$ cat src/rtl/vision_grid_detect.sv
// Dark-marker grid detector: classifies RGB565 pixels, counts markers per grid cell,
// then thresholds and debounces each cell at end of frame to drive lane/jump outputs.
module vision_grid_detect #(
  parameter int FRAME_WIDTH     = 320,
  parameter int FRAME_HEIGHT    = 240,
  parameter int GRID_COLS       = 3,
  parameter int GRID_ROWS       = 3,
  parameter int COUNT_THRESHOLD = 64,
  parameter int PERSIST_FRAMES  = 2,
  parameter int DARK_MAX_RB     = 4,
  parameter int DARK_MAX_G      = 8
) (
  input  logic                           pixel_clock_in,
  input  logic                           reset_in,
  input  logic [9:0]                     frame_x_count,
  input  logic [8:0]                     frame_y_count,
  input  logic [15:0]                    pixel_data,
  input  logic                           pixel_valid,
  output logic [GRID_ROWS*GRID_COLS-1:0] quadrants,
  output logic [$clog2(GRID_COLS)-1:0]   lane,
  output logic                           jump,
  output logic                           data_valid
);
  localparam int NCELL = GRID_ROWS * GRID_COLS;
  localparam int CW    = $clog2(GRID_COLS);
  localparam int IW    = $clog2(NCELL);
  localparam int CNTW  = $clog2(FRAME_WIDTH * FRAME_HEIGHT + 1);
  localparam int LROW  = (GRID_ROWS - 1) * GRID_COLS;

  typedef enum logic {S_WAIT_SOF, S_ACCUM} state_t;

  logic          r_i_vld;
  logic [9:0]    r_i_x;
  logic [8:0]    r_i_y;
  logic [15:0]   r_i_pix;

  always_ff @(posedge pixel_clock_in) begin
    if (reset_in) begin
      r_i_vld <= 1'b0;
      r_i_x   <= '0;
      r_i_y   <= '0;
      r_i_pix <= '0;
    end else begin
      r_i_vld <= pixel_valid;
      r_i_x   <= frame_x_count;
      r_i_y   <= frame_y_count;
      r_i_pix <= pixel_data;
    end
  end

  // Cell index by counting crossed boundaries: avoids a divider on the pixel path.
  logic          w_inr, w_mark, w_sof, w_eof;
  logic [IW-1:0] w_idx;
  int            w_col, w_row;

  always_comb begin
    w_col = 0;
    w_row = 0;
    for (int c = 1; c < GRID_COLS; c++)
      if (32'(r_i_x) * GRID_COLS >= c * FRAME_WIDTH) w_col = w_col + 1;
    for (int r = 1; r < GRID_ROWS; r++)
      if (32'(r_i_y) * GRID_ROWS >= r * FRAME_HEIGHT) w_row = w_row + 1;
    w_idx  = IW'(w_row * GRID_COLS + w_col);
    w_inr  = (32'(r_i_x) < FRAME_WIDTH) && (32'(r_i_y) < FRAME_HEIGHT);
    w_mark = (32'(r_i_pix[15:11]) <= DARK_MAX_RB) && (32'(r_i_pix[10:5]) <= DARK_MAX_G) &&
             (32'(r_i_pix[4:0]) <= DARK_MAX_RB);
    w_sof  = (r_i_x == '0) && (r_i_y == '0);
    w_eof  = (32'(r_i_x) == FRAME_WIDTH - 1) && (32'(r_i_y) == FRAME_HEIGHT - 1);
  end

  logic          r_d_vld, r_d_mark, r_d_sof, r_d_eof;
  logic [IW-1:0] r_d_idx;

  always_ff @(posedge pixel_clock_in) begin
    if (reset_in) begin
      r_d_vld  <= 1'b0;
      r_d_mark <= 1'b0;
      r_d_sof  <= 1'b0;
      r_d_eof  <= 1'b0;
      r_d_idx  <= '0;
    end else begin
      r_d_vld  <= r_i_vld & w_inr;
      r_d_mark <= w_mark;
      r_d_sof  <= w_sof;
      r_d_eof  <= w_eof;
      r_d_idx  <= w_idx;
    end
  end

  state_t r_state, w_state_nxt;
  logic   w_clr, w_inc, w_eof_hit;
  logic   r_eval;

  always_ff @(posedge pixel_clock_in) begin
    if (reset_in) r_state <= S_WAIT_SOF;
    else          r_state <= w_state_nxt;
  end

  always_comb begin
    w_state_nxt = r_state;
    w_clr       = 1'b0;
    w_inc       = 1'b0;
    w_eof_hit   = 1'b0;
    case (r_state)
      S_WAIT_SOF: if (r_d_vld && r_d_sof) begin
        w_clr       = 1'b1;
        w_inc       = 1'b1;
        w_state_nxt = S_ACCUM;
      end
      S_ACCUM: if (r_d_vld) begin
        w_inc     = 1'b1;
        w_clr     = r_d_sof;
        w_eof_hit = r_d_eof;
      end
      default: w_state_nxt = S_WAIT_SOF;
    endcase
  end

  logic [CNTW-1:0]  r_cnt [NCELL];
  logic [NCELL-1:0] w_hit;

  always_comb begin
    w_hit = '0;
    for (int i = 0; i < NCELL; i++)
      w_hit[i] = w_inc && r_d_mark && (r_d_idx == IW'(i));
  end

  // A clear (restart or evaluation) coincident with a new pixel loads that pixel's count.
  always_ff @(posedge pixel_clock_in) begin
    if (reset_in) begin
      for (int i = 0; i < NCELL; i++) r_cnt[i] <= '0;
    end else begin
      for (int i = 0; i < NCELL; i++) begin
        if (w_clr || r_eval) r_cnt[i] <= CNTW'(w_hit[i]);
        else if (w_hit[i])   r_cnt[i] <= r_cnt[i] + CNTW'(1);
      end
    end
  end

  logic [3:0]       r_streak [NCELL];
  logic [3:0]       w_streak_nxt [NCELL];
  logic [NCELL-1:0] w_raw, w_stable;
  logic [NCELL-1:0] r_quad;
  logic [CW-1:0]    r_lane, w_lane;
  logic             r_jump, r_dv;

  always_comb begin
    w_raw    = '0;
    w_stable = '0;
    for (int i = 0; i < NCELL; i++) begin
      w_raw[i]        = 32'(r_cnt[i]) >= COUNT_THRESHOLD;
      w_streak_nxt[i] = !w_raw[i] ? 4'd0 : (r_streak[i] == 4'hF ? 4'hF : r_streak[i] + 4'd1);
      w_stable[i]     = w_raw[i] && (32'(w_streak_nxt[i]) >= PERSIST_FRAMES);
    end
    w_lane = r_lane;
    for (int c = GRID_COLS - 1; c >= 0; c--)
      if (w_stable[LROW + c]) w_lane = CW'(c);
  end

  always_ff @(posedge pixel_clock_in) begin
    if (reset_in) begin
      r_eval <= 1'b0;
      r_dv   <= 1'b0;
      r_quad <= '0;
      r_lane <= CW'(GRID_COLS / 2);
      r_jump <= 1'b0;
      for (int i = 0; i < NCELL; i++) r_streak[i] <= '0;
    end else begin
      r_eval <= w_eof_hit;
      r_dv   <= r_eval;
      if (r_eval) begin
        r_quad <= w_stable;
        r_lane <= w_lane;
        r_jump <= |w_stable[GRID_COLS-1:0];
        for (int i = 0; i < NCELL; i++) r_streak[i] <= w_streak_nxt[i];
      end
    end
  end

  assign quadrants  = r_quad;
  assign lane       = r_lane;
  assign jump       = r_jump;
  assign data_valid = r_dv;
endmodule

$ cat config.mk
export PLATFORM = sky130hd
export DESIGN_NAME = vision_grid_detect
export DESIGN_NICKNAME = d
export VERILOG_FILES = /design/src/rtl/vision_grid_detect.sv
export SDC_FILE = /design/constraint.sdc
export NUM_CORES = 1
export LEC_CHECK = 0
export CELL_PAD_IN_SITES_DETAIL_PLACEMENT = 0
export CELL_PAD_IN_SITES_GLOBAL_PLACEMENT = 1
export CORE_ASPECT_RATIO = 0.6
export CORE_MARGIN = 2
export CORE_UTILIZATION = 31
export DETAILED_ROUTE_END_ITERATION = 16
export DONT_BUFFER_PORTS = 1
export PLACE_DENSITY_LB_ADDON = 0.1
export SETUP_SLACK_MARGIN = 0.2
export SLEW_MARGIN = 40
export SYNTH_ARGS = -nofsm -noshare
export SYNTH_HDL_FRONTEND = slang
export SYNTH_SLANG_ARGS = --single-unit
$ cat constraint.sdc
create_clock -name pixel_clock_in -period 6.7 [get_ports pixel_clock_in]
set_input_delay 1.34 -clock pixel_clock_in [delete_from_list [all_inputs] [get_ports pixel_clock_in]]
set_output_delay 1.34 -clock pixel_clock_in [all_outputs]
set_load 0.05 [all_outputs]
Word level (Yosys, flattened, before mapping)
Memories as Yosys holds them, arrays and structs flattened.
Cells that the tools add are included.
{"block": "word_totals", "elab_cells": 252, "latch_bits": 0, "mem_count": 2, "out_inout_bits": 13, "input_bits": 38, "ff_bits": 59, "mem_bits_ro": 0, "ram_bits": 189}
{"name": "r_cnt", "depth": 9, "word_bits": 17, "read_ports": 9, "rd_clocked_by_memory_dff": 0, "write_ports": 9, "line_no": "119", "source": "logic [CNTW-1:0] r_cnt [NCELL];"}
{"name": "r_streak", "depth": 9, "word_bits": 4, "read_ports": 9, "rd_clocked_by_memory_dff": 0, "write_ports": 9, "line_no": "140", "source": "logic [3:0] r_streak [NCELL];"}
{"block": "classes", "reduce_logical": 33, "shifts": 0, "div_mod_pow": 0, "multipliers": 3, "eq_ne": 19, "add_sub_neg": 21, "n_lt_le_gt_ge": 27, "muxes": 102, "bitwise": 30}
{"cell": "$mux 17", "count": 18}
{"cell": "$add 17x1->17 const B", "count": 9}
{"cell": "$ge 17x7->1 const B", "count": 9}
{"cell": "$mux 4", "count": 28}
{"cell": "$mux 1", "count": 50}
{"cell": "$eq 4x4->1 const B", "count": 10}
{"cell": "$add 4x1->4 const B", "count": 9}
{"cell": "$ge 4x2->1 const B", "count": 9}
{"cell": "$add 32x2->32 const B", "count": 1}
{"cell": "$mul 32x3->4 const B", "count": 1}
{"cell": "$mux 32", "count": 1}
{"cell": "$or 1x1->1", "count": 27}
{"cell": "$logic_and 1x1->1", "count": 25}
{"cell": "$eq 4x3->1 const B", "count": 4}
{"cell": "$ge 12x10->1 const B", "count": 1}
{"cell": "$ge 12x9->1 const B", "count": 1}
{"cell": "$mul 10x2->12 const B", "count": 1}
{"cell": "$ge 11x8->1 const B", "count": 1}
{"cell": "$ge 11x9->1 const B", "count": 1}
{"cell": "$mul 9x2->11 const B", "count": 1}
{"cell": "$eq 10x9->1 const B", "count": 1}
{"cell": "$le 5x3->1 const B", "count": 2}
{"cell": "$logic_not 10->1", "count": 1}
{"cell": "$lt 10x9->1 const B", "count": 1}
{"cell": "17 further kinds", "count": 23}

Depth between registers and ports, before layout
Gate-level depths: netlist of run 1.
{"block": "depth", "ltp_word": 10, "depth_mapped": 16, "mapped_depth_nobuf": 16}

Least setup slack after synthesis of run 1
OpenSTA, ideal clock, no wires.
{"block": "synth_path", "path_type": "input to register", "startpoint": "input port reset_in", "endpoint": "memory r_cnt[4][0] (netlist name), enable pin", "arrival_ns": 3.217, "cell_stages": 3, "path_buffers": 1, "required_ns": 6.285, "setup_slack_ns": 3.068, "setup_ns": 0.415, "cell_sequence": "clkbuf_1 or3_1 o21ai_0"}
{"element": "from (decl)", "line_no": "14", "source": "input logic reset_in,"}
{"element": "to (decl)", "line_no": "119"}

Worst setup path in the final report of run 1
{"block": "layout_path", "startpoint": "register r_i_y[1]", "endpoint": "register r_d_idx[2]"}
{"block": "layout_between", "elab_chain_len": 7, "word_cells_on_any_way": 8, "cone_classes": "add/sub: 2; mul: 2; order compare: 2; mux: 2"}
{"element": "from (decl)", "line_no": "34", "source": "logic [8:0] r_i_y;"}
{"element": "from (signal assigned)", "line_no": "46", "source": "r_i_y <= frame_y_count;"}
{"element": "$mul 9x2->11 (*)", "line_no": "62", "source": "if (32'(r_i_y) * GRID_ROWS >= r * FRAME_HEIGHT) w_row = w_row + 1;"}
{"element": "$ge 11x8->1", "line_no": "62"}
{"element": "$mux 1", "line_no": "62"}
{"element": "$add 32x2->32", "line_no": "62"}
{"element": "$mux 32 (*)", "line_no": "62"}
{"element": "$mul 32x3->4 (*)", "line_no": "63", "source": "w_idx = IW'(w_row * GRID_COLS + w_col);"}
{"element": "$add 4x4->4 (*)", "line_no": "63"}
{"element": "to (signal assigned)", "line_no": "86", "source": "r_d_idx <= w_idx;"}
{"element": "to (decl)", "line_no": "72", "source": "logic [IW-1:0] r_d_idx;"}
Mark *: on every way between the ends. The rest lies on a longest branch, timed or not.
A chain may end at the register's enable or synchronous reset.

==> impl_metrics.tcl, run 1 <==
set metrics [dict create \
    worst_pin_slew_ns 0.766 \
    core_um2 41900 \
    antenna_found_initial 0 \
    status "finished, final reports clean" \
    post-synth-top-area-cell "edfxtp_1" \
    synth_top_area_share 0.430 \
    hold_start "r_i_pix[8]$_SDFF_PP0_" \
    drt_iter0_drc 589 \
    fin_setup_tns_ns 0 \
    powerDensity_nw_per_um2 238 \
    clk_path_buf_depth 3 \
    vdd.ir_drop.worst_mv 0.173 \
    min_path_type "flop to flop" \
    p_total_uw 3520 \
    max_slew_margin 0.488 \
    crit_path_end_kind "flop" \
    synthCells 1291 \
    die_w_um 270 \
    synth_area_per_cell_um2 10.2 \
    p_comb_frac 0.066 \
    crit_path_start_kind "flop" \
    synth_nets 1398 \
    rows 58 \
    r2r_end "r_d_idx[2]$_SDFF_PP0_" \
    seqPwrFrac 0.508 \
    root_buffer "clkbuf_16" \
    ys_ff_latch 248 \
    rsz0062_at_grt "false" \
    synth_edf_count 189 \
    synth_most_common_cell "nor2_1" \
    required_ns 7.19 \
    r2r_slack_ns 2.92 \
    path_clk_slew_ns 0.06 \
    layout.nets 1412 \
    layout-drive-gt1-share 0.0513 \
    yosys-top-cells-area "edfxtp_1 (43%), dfxtp_1 (8.9%), ha_1 (6.3%), nor2_1 (5.6%), xnor2_1 (4.6%)" \
    finalHoldViolCount 0 \
    fin_util 0.353 \
    vias 9025 \
    numCtsBuffers 28 \
    async_reset_ff_frac 0 \
    routabilityCongestion 0.762 \
    grt_first_pass_wirelength_mm 48.2 \
    cts_setup_buffers 0 \
    drc 0 \
    dp_hpwl_mm 20.2 \
    finalCriticalPeriod_ns 3.78 \
    start_util 0.315 \
    grt-ovfl-total 0 \
    post_drt_via_cell_ratio 4.76 \
    synth_common_cells "nor2_1 (196), edfxtp_1 (189), nand2_1 (89)" \
    slew_violations 0 \
    crit_type "flop to flop" \
    switching_share 0.237 \
    critPathMaxFanout 5 \
    cts_hold_buf 0 \
    setup_viol 0 \
    port_buffers 0 \
    routed_wl_mm 29.0 \
    track_usage 0.134 \
    regToRegStartpoint "r_i_y[1]$_SDFF_PP0_" \
    cts_num_sinks 248 \
    fin_skew_ns 0.0104 \
    p_int_uw 2690 \
    synth_flop_cell "edfxtp_1" \
    ys_seq_area_frac 0.519 \
    grt_pass1_vias 8669 \
    post-route-period-util 0.563 \
    ys.warnings.count 0 \
    dr.pass1.iters 7 \
    grt_max_degree 57 \
    ctsResizeCount 0 \
    htreeDepth 1 \
    ios 51 \
    syn2layout_area_growth_pct 12.3 \
    antenna_cells 0 \
    tritoncts "yes" \
    switchingPower_uw 836 \
    cp.arrival_ns 4.27 \
    netlist_area_um2 13200 \
    crit_path_end "r_d_idx[2]$_SDFF_PP0_" \
    rr_worst_depth 14 \
    clock_latency_ns 0.55 \
    wl_per_cell_um 15.3 \
    startpoint "r_i_y[1]$_SDFF_PP0_" \
    netlist-cell-type-count 56 \
    antenna_left 0 \
    die-area_um2 44300 \
    p_leak_uw 0.00514 \
    chipHeight_um 164 \
    clockPowerShare 0.426 \
    drv_cap 0 \
    max_freq_mhz 265 \
]
metrics by stage:
| step | setup WS (ns) | cells | cell area [um^2] | hold WS (ns) |
|---|---|---|---|---|
| after floorplan | 3.07 | 1291 | 13200 | 0.381 |
| after global placement | 2.39 | 1844 | 13900 | 0.390 |
| after detailed placement | 2.34 | 1845 | 13900 | 0.401 |
| after CTS | 2.92 | 1895 | 14800 | 0.413 |
| after global routing | 2.51 | 1895 | 14800 | 0.421 |
| final | 2.92 | 1895 | 14800 | 0.406 |
layer usage:
metal | vias up | routed length [um] | global-route usage
li1 | 4642 | - | -
met1 | 4213 | 16700 | 0.219
met2 | 136 | 10600 | 0.177
met3 | 34 | 1090 | 0.0235
met4 | 0 | 544 | 0.0289
met5 | - | 0 | 0
worst max-delay path, cell delays in order (launching register included):
cell and delay, ns:
dfxtp_1 0.35, ha_1 0.23, inv_1 0.08, fa_1 0.37, nand3b_1 0.27, a21o_1 0.23
a2111oi_0 0.42, nor3b_1 0.17, a211o_1 0.32, ha_1 0.32, ha_1 0.21, ha_1 0.17
inv_1 0.06, fa_1 0.41, nor2_1 0.10
area by class of cell:
class                      instances  area (um^2)
tap                              570          713
sequential                       248         6860
clock buffer                      45          870
multi-input combinational        943         6000
clock inverter                     5         27.5
inverter                          75          282
timing repair buffer               9         71.3
fill                            4279        27100
state kept, by name, summed over array words and instances, names as in the netlist, 2 cells and up:
| signal | count |
|---|---|
| r_i_y | 9 |
| r_i_pix | 16 |
| r_i_x | 10 |
| quadrants | 9 |
| lane | 2 |
| r_d_idx | 4 |
| r_streak | 36 |
| r_cnt | 153 |
worst min-delay path by stage:
| stage | slack [ns] | to | cells after the start |
|---|---|---|---|
| 6_report | 0.41 | r_d_mark$_SDFF_PP0_ | 1 |
| 5_1_grt | 0.42 | r_d_mark$_SDFF_PP0_ | 1 |
| 4_1_cts | 0.41 | r_d_mark$_SDFF_PP0_ | 1 |
| 3_5_place_dp | 0.40 | r_d_mark$_SDFF_PP0_ | 1 |
| 3_3_place_gp | 0.39 | r_d_mark$_SDFF_PP0_ | 1 |
| 2_1_floorplan | 0.38 | r_d_mark$_SDFF_PP0_ | 1 |
cells in the final DEF (no fill, tap or decap), types with 8 or more instances in the layout:
| cell type | synthesis | routed |
|---|---|---|
| ha_1 | 66 | 66 |
| dfxtp_1 | 59 | 59 |
| inv_1 | 75 | 75 |
| xnor2_1 | 70 | 70 |
| o21ai_0 | 18 | 15 |
| nand4_1 | 35 | 35 |
| nor4_1 | 24 | 24 |
| nor3_1 | 45 | 45 |
| xor2_1 | 65 | 65 |
| clkbuf_16 | 0 | 29 |
| and4_1 | 12 | 12 |
| and3_1 | 28 | 28 |
| buf_4 | 0 | 8 |
| nand2_1 | 89 | 87 |
| and2_1 | 10 | 10 |
| clkbuf_8 | 0 | 8 |
| a31oi_1 | 8 | 8 |
| nor2_1 | 196 | 196 |
| a21o_1 | 8 | 8 |
| edfxtp_1 | 189 | 189 |
| nor2b_1 | 45 | 45 |
| a211oi_1 | 17 | 17 |
| nand3_1 | 78 | 78 |
| a21oi_1 | 50 | 50 |
cells by family (layout without fill, tap and decap cells):
kind of cell | Yosys count | in the layout | synth area share
and+or+nand+nor | 594 | 594 | 0.222
DFF | 248 | 248 | 0.519
AOI/OAI and AO/OA | 138 | 138 | 0.0674
xor gates and xnor gates | 135 | 135 | 0.0896
buffers and inverters | 100 | 134 | 0.0288
adders and majority gates | 69 | 69 | 0.0671
muxes | 7 | 7 | 0.00550
power by group through the flow:
stage	combinational, uW	sequential, uW	clock, uW
after global routing	269	1800	1620
final	232	1790	1500
after global placement	237	1820	0
after floorplan	186	1790	0
after CTS	236	1790	1570
after detailed placement	233	1820	0
No activity file was read; power rests on OpenSTA's default activity.
==> inputs of run 2 (changes only) <==
==> constraint.sdc (replaced) <==
create_clock -name pixel_clock_in -period 3.7 [get_ports pixel_clock_in]
set_input_delay 0.74 -clock pixel_clock_in [delete_from_list [all_inputs] [get_ports pixel_clock_in]]
set_output_delay 0.74 -clock pixel_clock_in [all_outputs]
set_load 0.05 [all_outputs]
==> run 2 against run 1 <==
  * Register-to-register slack got worse by 2.6 ns
  * Clock skew hardly changed
  * Sequential power grew 81%
  * Power grew 98%
  * Combinational power grew 95%
  * Wire length rose by 1.4%
  * Critical path depth unchanged
  * Global-route usage barely moved
  * Critical path type unchanged
  * Largest power group is now clock
==> impl_metrics.tcl, run 2 (synthesized netlist as in run 1, its figures left out) <==
set metrics [dict create \
    start_util 0.315 \
    crit_slowest_cell "fa_2" \
    finalHoldViolCount 0 \
    max_freq_mhz 298 \
    layout-drive-gt1-share 0.0836 \
    required_ns 4.15 \
    track_usage 0.134 \
    syn2layout_area_growth_pct 15.7 \
    crit_path_start_kind "flop" \
    clk_path_buf_depth 3 \
    cp_slowest_stage_delay_ns 0.51 \
    status "finished, final reports clean" \
    p_leak_uw 0.00530 \
    grt_max_degree 57 \
    crit_path_end_kind "flop" \
    tritoncts "yes" \
    worst_pin_slew_ns 0.780 \
    dp_hpwl_mm 20.3 \
    post-route-period-util 0.907 \
    startpoint "r_i_y[1]$_SDFF_PP0_" \
    rsz0062_at_grt "false" \
    regToRegStartpoint "r_i_y[1]$_SDFF_PP0_" \
    cts_num_sinks 248 \
    die_w_um 270 \
    slew_violations 0 \
    crit_type "flop to flop" \
    fin_skew_ns 0.00991 \
    path_clk_slew_ns 0.06 \
    grt_first_pass_wirelength_mm 47.8 \
    clock_latency_ns 0.56 \
    routed_wl_mm 29.4 \
    numCtsBuffers 28 \
    cp.arrival_ns 3.81 \
    layout.nets 1424 \
    core_um2 41900 \
    root_buffer "clkbuf_16" \
    regMostFlops "r_cnt" \
    rows 58 \
    hold_start "reset_in" \
    max_slew_margin 0.479 \
    wl_per_cell_um 15.4 \
    drt_iter0_drc 567 \
    vias 9100 \
    antenna_found_initial 1 \
    port_buffers 0 \
    final_common_cell "nor2_1" \
    dr.pass1.iters 5 \
    path_buf_inv 2 \
    critPathMaxFanout 4 \
    reg_top3 "r_cnt (153), r_streak (36), r_i_pix (16)" \
    chipHeight_um 164 \
    die-area_um2 44300 \
    powerDensity_nw_per_um2 457 \
    antenna_left 0 \
    holdWs_ns 0.252 \
    mostFrequentLayoutCells "nor2_1 (196), edfxtp_1 (189), nand2_1 (87), nand3_1 (78), inv_1 (75)" \
    setup_viol 0 \
    crit_family "adder cells" \
    post_drt_via_cell_ratio 4.77 \
    fin_util 0.364 \
    routabilityCongestion 0.789 \
    cts_hold_buf 0 \
    htreeDepth 1 \
    grt-ovfl-total 0 \
    vdd.ir_drop.worst_mv 0.252 \
    grt_pass1_vias 8539 \
    antenna_cells 0 \
    min_path_type "input port to flop" \
    drv_cap 0 \
    finalCriticalPeriod_ns 3.36 \
    fin_setup_tns_ns 0 \
    crit_chain "ha_4, inv_1, fa_2, nand3b_1, a21o_1, a2111oi_4, nor3b_4, a221o_1, ha_4, ha_2, ha_1, inv_1, fa_2, nor2_1" \
    drc 0 \
    ios 51 \
    largest_register_ffs 153 \
]
-- run 2: cell count changes in the layout (fill, tap and decap cells not counted), sizes merged --
cell    before  now
clkbuf      45   39
bufinv       0    8
clkinv       5    4
buf          9   21
inv         75   76
-- run 2: where the power goes --
| part | total (uW) | internal (uW) | switching, uW |
|---|---|---|---|
| sequential | 3240 | 3100 | 144 |
| clock | 3280 | 2100 | 1180 |
| combinational | 453 | 190 | 262 |
| total | 6980 | 5390 | 1590 |
-- run 2: what timing repair did --
item,in CTS,in global routing
setup endpoints to repair,2,2
setup buffers,1,0
resized for setup,8,28
pin swaps,0,16
-- run 2: per-layer routing --
metal  vias to the layer above  global-route usage  routed length [um]  share of wire
met3                        41              0.0241                 944          0.032
met1                      4285               0.222               17000           0.58
met5                         -                   0                  12        0.00041
met4                         2              0.0279                 559          0.019
met2                       109               0.173               10800           0.37
li1                       4663                   -                   -              -
-- run 2: through the flow --
| step | cells | power (uW) | cell area (um^2) | setup slack (ns) |
|---|---|---|---|---|
| after detailed placement | 1856 | 3720 | 14000 | 0.0735 |
| final | 1909 | 6980 | 15300 | 0.343 |
| after global routing | 1909 | 7290 | 15300 | 0.196 |
| after global placement | 1856 | 3740 | 14000 | 0.116 |
| after floorplan | 1291 | 3570 | 13200 | 0.290 |
| after CTS | 1909 | 7080 | 15200 | 0.217 |
-- run 2: area by class of cell --
type / count / area, um^2
fillers: 4248 / 26700
flip-flops and latches: 248 / 6870
multi-input cells: 943 / 6170
clock buffers: 39 / 823
well taps: 570 / 713
inverters: 75 / 282
clock inverters: 13 / 268
repair buffers: 21 / 161
-- run 2: worst paths after layout --
kind / cells after the start / slack (ns) / end
worst max-delay path: 14 / 0.34 / r_d_idx[2]$_SDFF_PP0_
worst min-delay path: 1 / 0.25 / quadrants[7]$_SDFFE_PP0P_
worst max register to register: 14 / 0.34 / r_d_idx[2]$_SDFF_PP0_
worst min register to register: 1 / 0.40 / r_d_mark$_SDFF_PP0_
==> inputs of run 3 (changes only) <==
--- a/config.mk
+++ b/config.mk
@@ -7,11 +7,12 @@
 export LEC_CHECK = 0
 export CELL_PAD_IN_SITES_DETAIL_PLACEMENT = 0
 export CELL_PAD_IN_SITES_GLOBAL_PLACEMENT = 1
-export CORE_ASPECT_RATIO = 0.6
+export CORE_ASPECT_RATIO = 2
 export CORE_MARGIN = 2
 export CORE_UTILIZATION = 31
 export DETAILED_ROUTE_END_ITERATION = 16
 export DONT_BUFFER_PORTS = 1
+export MAX_ROUTING_LAYER = met4
 export PLACE_DENSITY_LB_ADDON = 0.1
 export SETUP_SLACK_MARGIN = 0.2
 export SLEW_MARGIN = 40
==> run 3 against run 2 <==
  * Sequential share of layout area increased by 0.88 points
  * Largest cell class unchanged
  * Maximum frequency increased by 0.79%
  * Critical endpoint unchanged
  * Combinational power decreased by 1%
  * Setup slack improved by 0.026 ns
==> impl_metrics.tcl, run 3 (synthesized netlist as in run 1, its figures left out) <==
set metrics [dict create \
    layout-drive-gt1-share 0.0801 \
    rows 107 \
    crit_family "adder cells" \
    fin_skew_ns 0.0288 \
    status "finished, final reports clean" \
    finalHoldViolCount 0 \
    crit_path_end_kind "flop" \
    min_path_type "input port to flop" \
    drt_iter0_drc 335 \
    nFillCells 4373 \
    required_ns 4.16 \
    antenna_found_initial 0 \
    die_w_um 150 \
    setup_viol 0 \
    grt_pass1_vias 8980 \
    tritoncts "yes" \
    drc 0 \
    mostFrequentLayoutCells "nor2_1 (196), edfxtp_1 (189), nand2_1 (88), nand3_1 (78), inv_1 (74)" \
    powerDensity_nw_per_um2 420 \
    numCtsBuffers 27 \
    p_total_uw 6300 \
    top_layer "met4" \
    fin_ws_ns 0.369 \
    cts_hold_buf 0 \
    crit_slowest_cell "fa_2" \
    crit_type "flop to flop" \
    dp_slack_ns 0.0534 \
    syn2layout_area_growth_pct 13.6 \
    vias 9116 \
    clock_latency_ns 0.57 \
    post-route-period-util 0.900 \
    path_clk_slew_ns 0.06 \
    dr.pass1.iters 5 \
    worst_pin_slew_ns 0.753 \
    port_buffers 0 \
    met3_length_um 748 \
    p_leak_uw 0.00518 \
    start_util 0.312 \
    clk_path_buf_depth 3 \
    ios 51 \
    antenna_cells 0 \
    path_buf_inv 2 \
    finalCriticalPeriod_ns 3.33 \
    dp_hpwl_mm 19.5 \
    crit_path_start_kind "flop" \
    vdd.ir_drop.worst_mv 0.369 \
    largest_register_ffs 153 \
    core_um2 42300 \
    max_freq_mhz 300 \
    track_usage 0.132 \
    max_slew_margin 0.497 \
    fin_setup_tns_ns 0 \
    cp.arrival_ns 3.79 \
    grt-ovfl-total 0 \
    antenna_left 0 \
    crit_chain "ha_4, inv_1, fa_2, nand3b_1, a21o_1, a2111oi_4, nor3b_2, a221o_1, ha_4, ha_1, ha_1, inv_2, fa_2, nor2_1" \
    chipHeight_um 296 \
    final_common_cell "nor2_1" \
    regMostFlops "r_cnt" \
    htreeDepth 1 \
    reg_top3 "r_cnt (153), r_streak (36), r_i_pix (16)" \
    cp_slowest_stage_delay_ns 0.51 \
    cts_num_sinks 248 \
    critPathMaxFanout 4 \
    layout.nets 1422 \
    m1WireLength_mm 13.2 \
    drv_cap 0 \
    routed_wl_mm 28.2 \
    multi_input_area_um2 6160 \
    routabilityCongestion 0.800 \
    root_buffer "clkbuf_16" \
    grt_first_pass_wirelength_mm 46.4 \
    register_area_um2 6870 \
    rsz0062_at_grt "false" \
    wl_per_cell_um 15.0 \
    post_drt_via_cell_ratio 4.85 \
    met2_length_mm 13.4 \
    grt_max_degree 57 \
    slew_violations 0 \
    die-area_um2 44400 \
]
-- run 3: power breakdown --
group	switching [uW]	internal, uW	total [uW]
sequential	142	3100	3240
combinational	255	192	447
clock	1160	1450	2620
-- run 3: layout make-up --
type | instances | share of cell area
Clock buffer | 38 | 0.0512
Tap cell | 545 | 0.0455
Clock inverter | 11 | 0.00517
Inverter | 75 | 0.0188
Sequential cell | 248 | 0.458
Multi-Input combinational cell | 943 | 0.411
Timing Repair Buffer | 20 | 0.0103
-- run 3: timing repair --
item                       in CTS  in global routing
buffers inserted                0                  3
resized for setup               7                 33
pin swaps                       0                 17
setup endpoints to repair       2                  2
-- run 3: worst register-to-register path, stage by stage (launching register included) --
cell and delay, ns:
dfxtp_2 0.36, ha_4 0.13, inv_1 0.04, fa_2 0.32, nand3b_1 0.21, a21o_1 0.23, a2111oi_4 0.32, nor3b_2 0.13
a221o_1 0.33, ha_4 0.28, ha_1 0.14, ha_1 0.15, inv_2 0.04, fa_2 0.51, nor2_1 0.03
-- run 3: routing by layer --
| layer | track usage | up-vias |
|---|---|---|
| li1 | - | 4658 |
| met1 | 0.169 | 4313 |
| met2 | 0.214 | 100 |
| met3 | 0.0162 | 45 |
| met4 | 0.0449 | 0 |
| met5 | - | - |
-- run 3: through the flow --
stage	instance area, um^2	cells	util	hold WS (ns)
2_1_floorplan	13200	1291	-	0.381
3_3_place_gp	13900	1828	0.329	0.472
3_5_place_dp	13900	1828	0.330	0.480
4_1_cts	14800	1877	0.350	0.212
5_1_grt	15000	1880	0.354	0.221
6_report	15000	1880	0.354	0.244
-- run 3: path summary, 6_finish.rpt --
| check | startpoint | end | slack [ns] | cells after the start |
|---|---|---|---|---|
| hold reg to reg | r_i_pix[8]$_SDFF_PP0_ | r_d_mark$_SDFF_PP0_ | 0.47 | 1 |
| setup reg to reg | r_i_y[1]$_SDFF_PP0_ | r_d_idx[2]$_SDFF_PP0_ | 0.37 | 14 |
| hold / removal | reset_in | quadrants[7]$_SDFFE_PP0P_ | 0.24 | 1 |
| setup / recovery | r_i_y[1]$_SDFF_PP0_ | r_d_idx[2]$_SDFF_PP0_ | 0.37 | 14 |
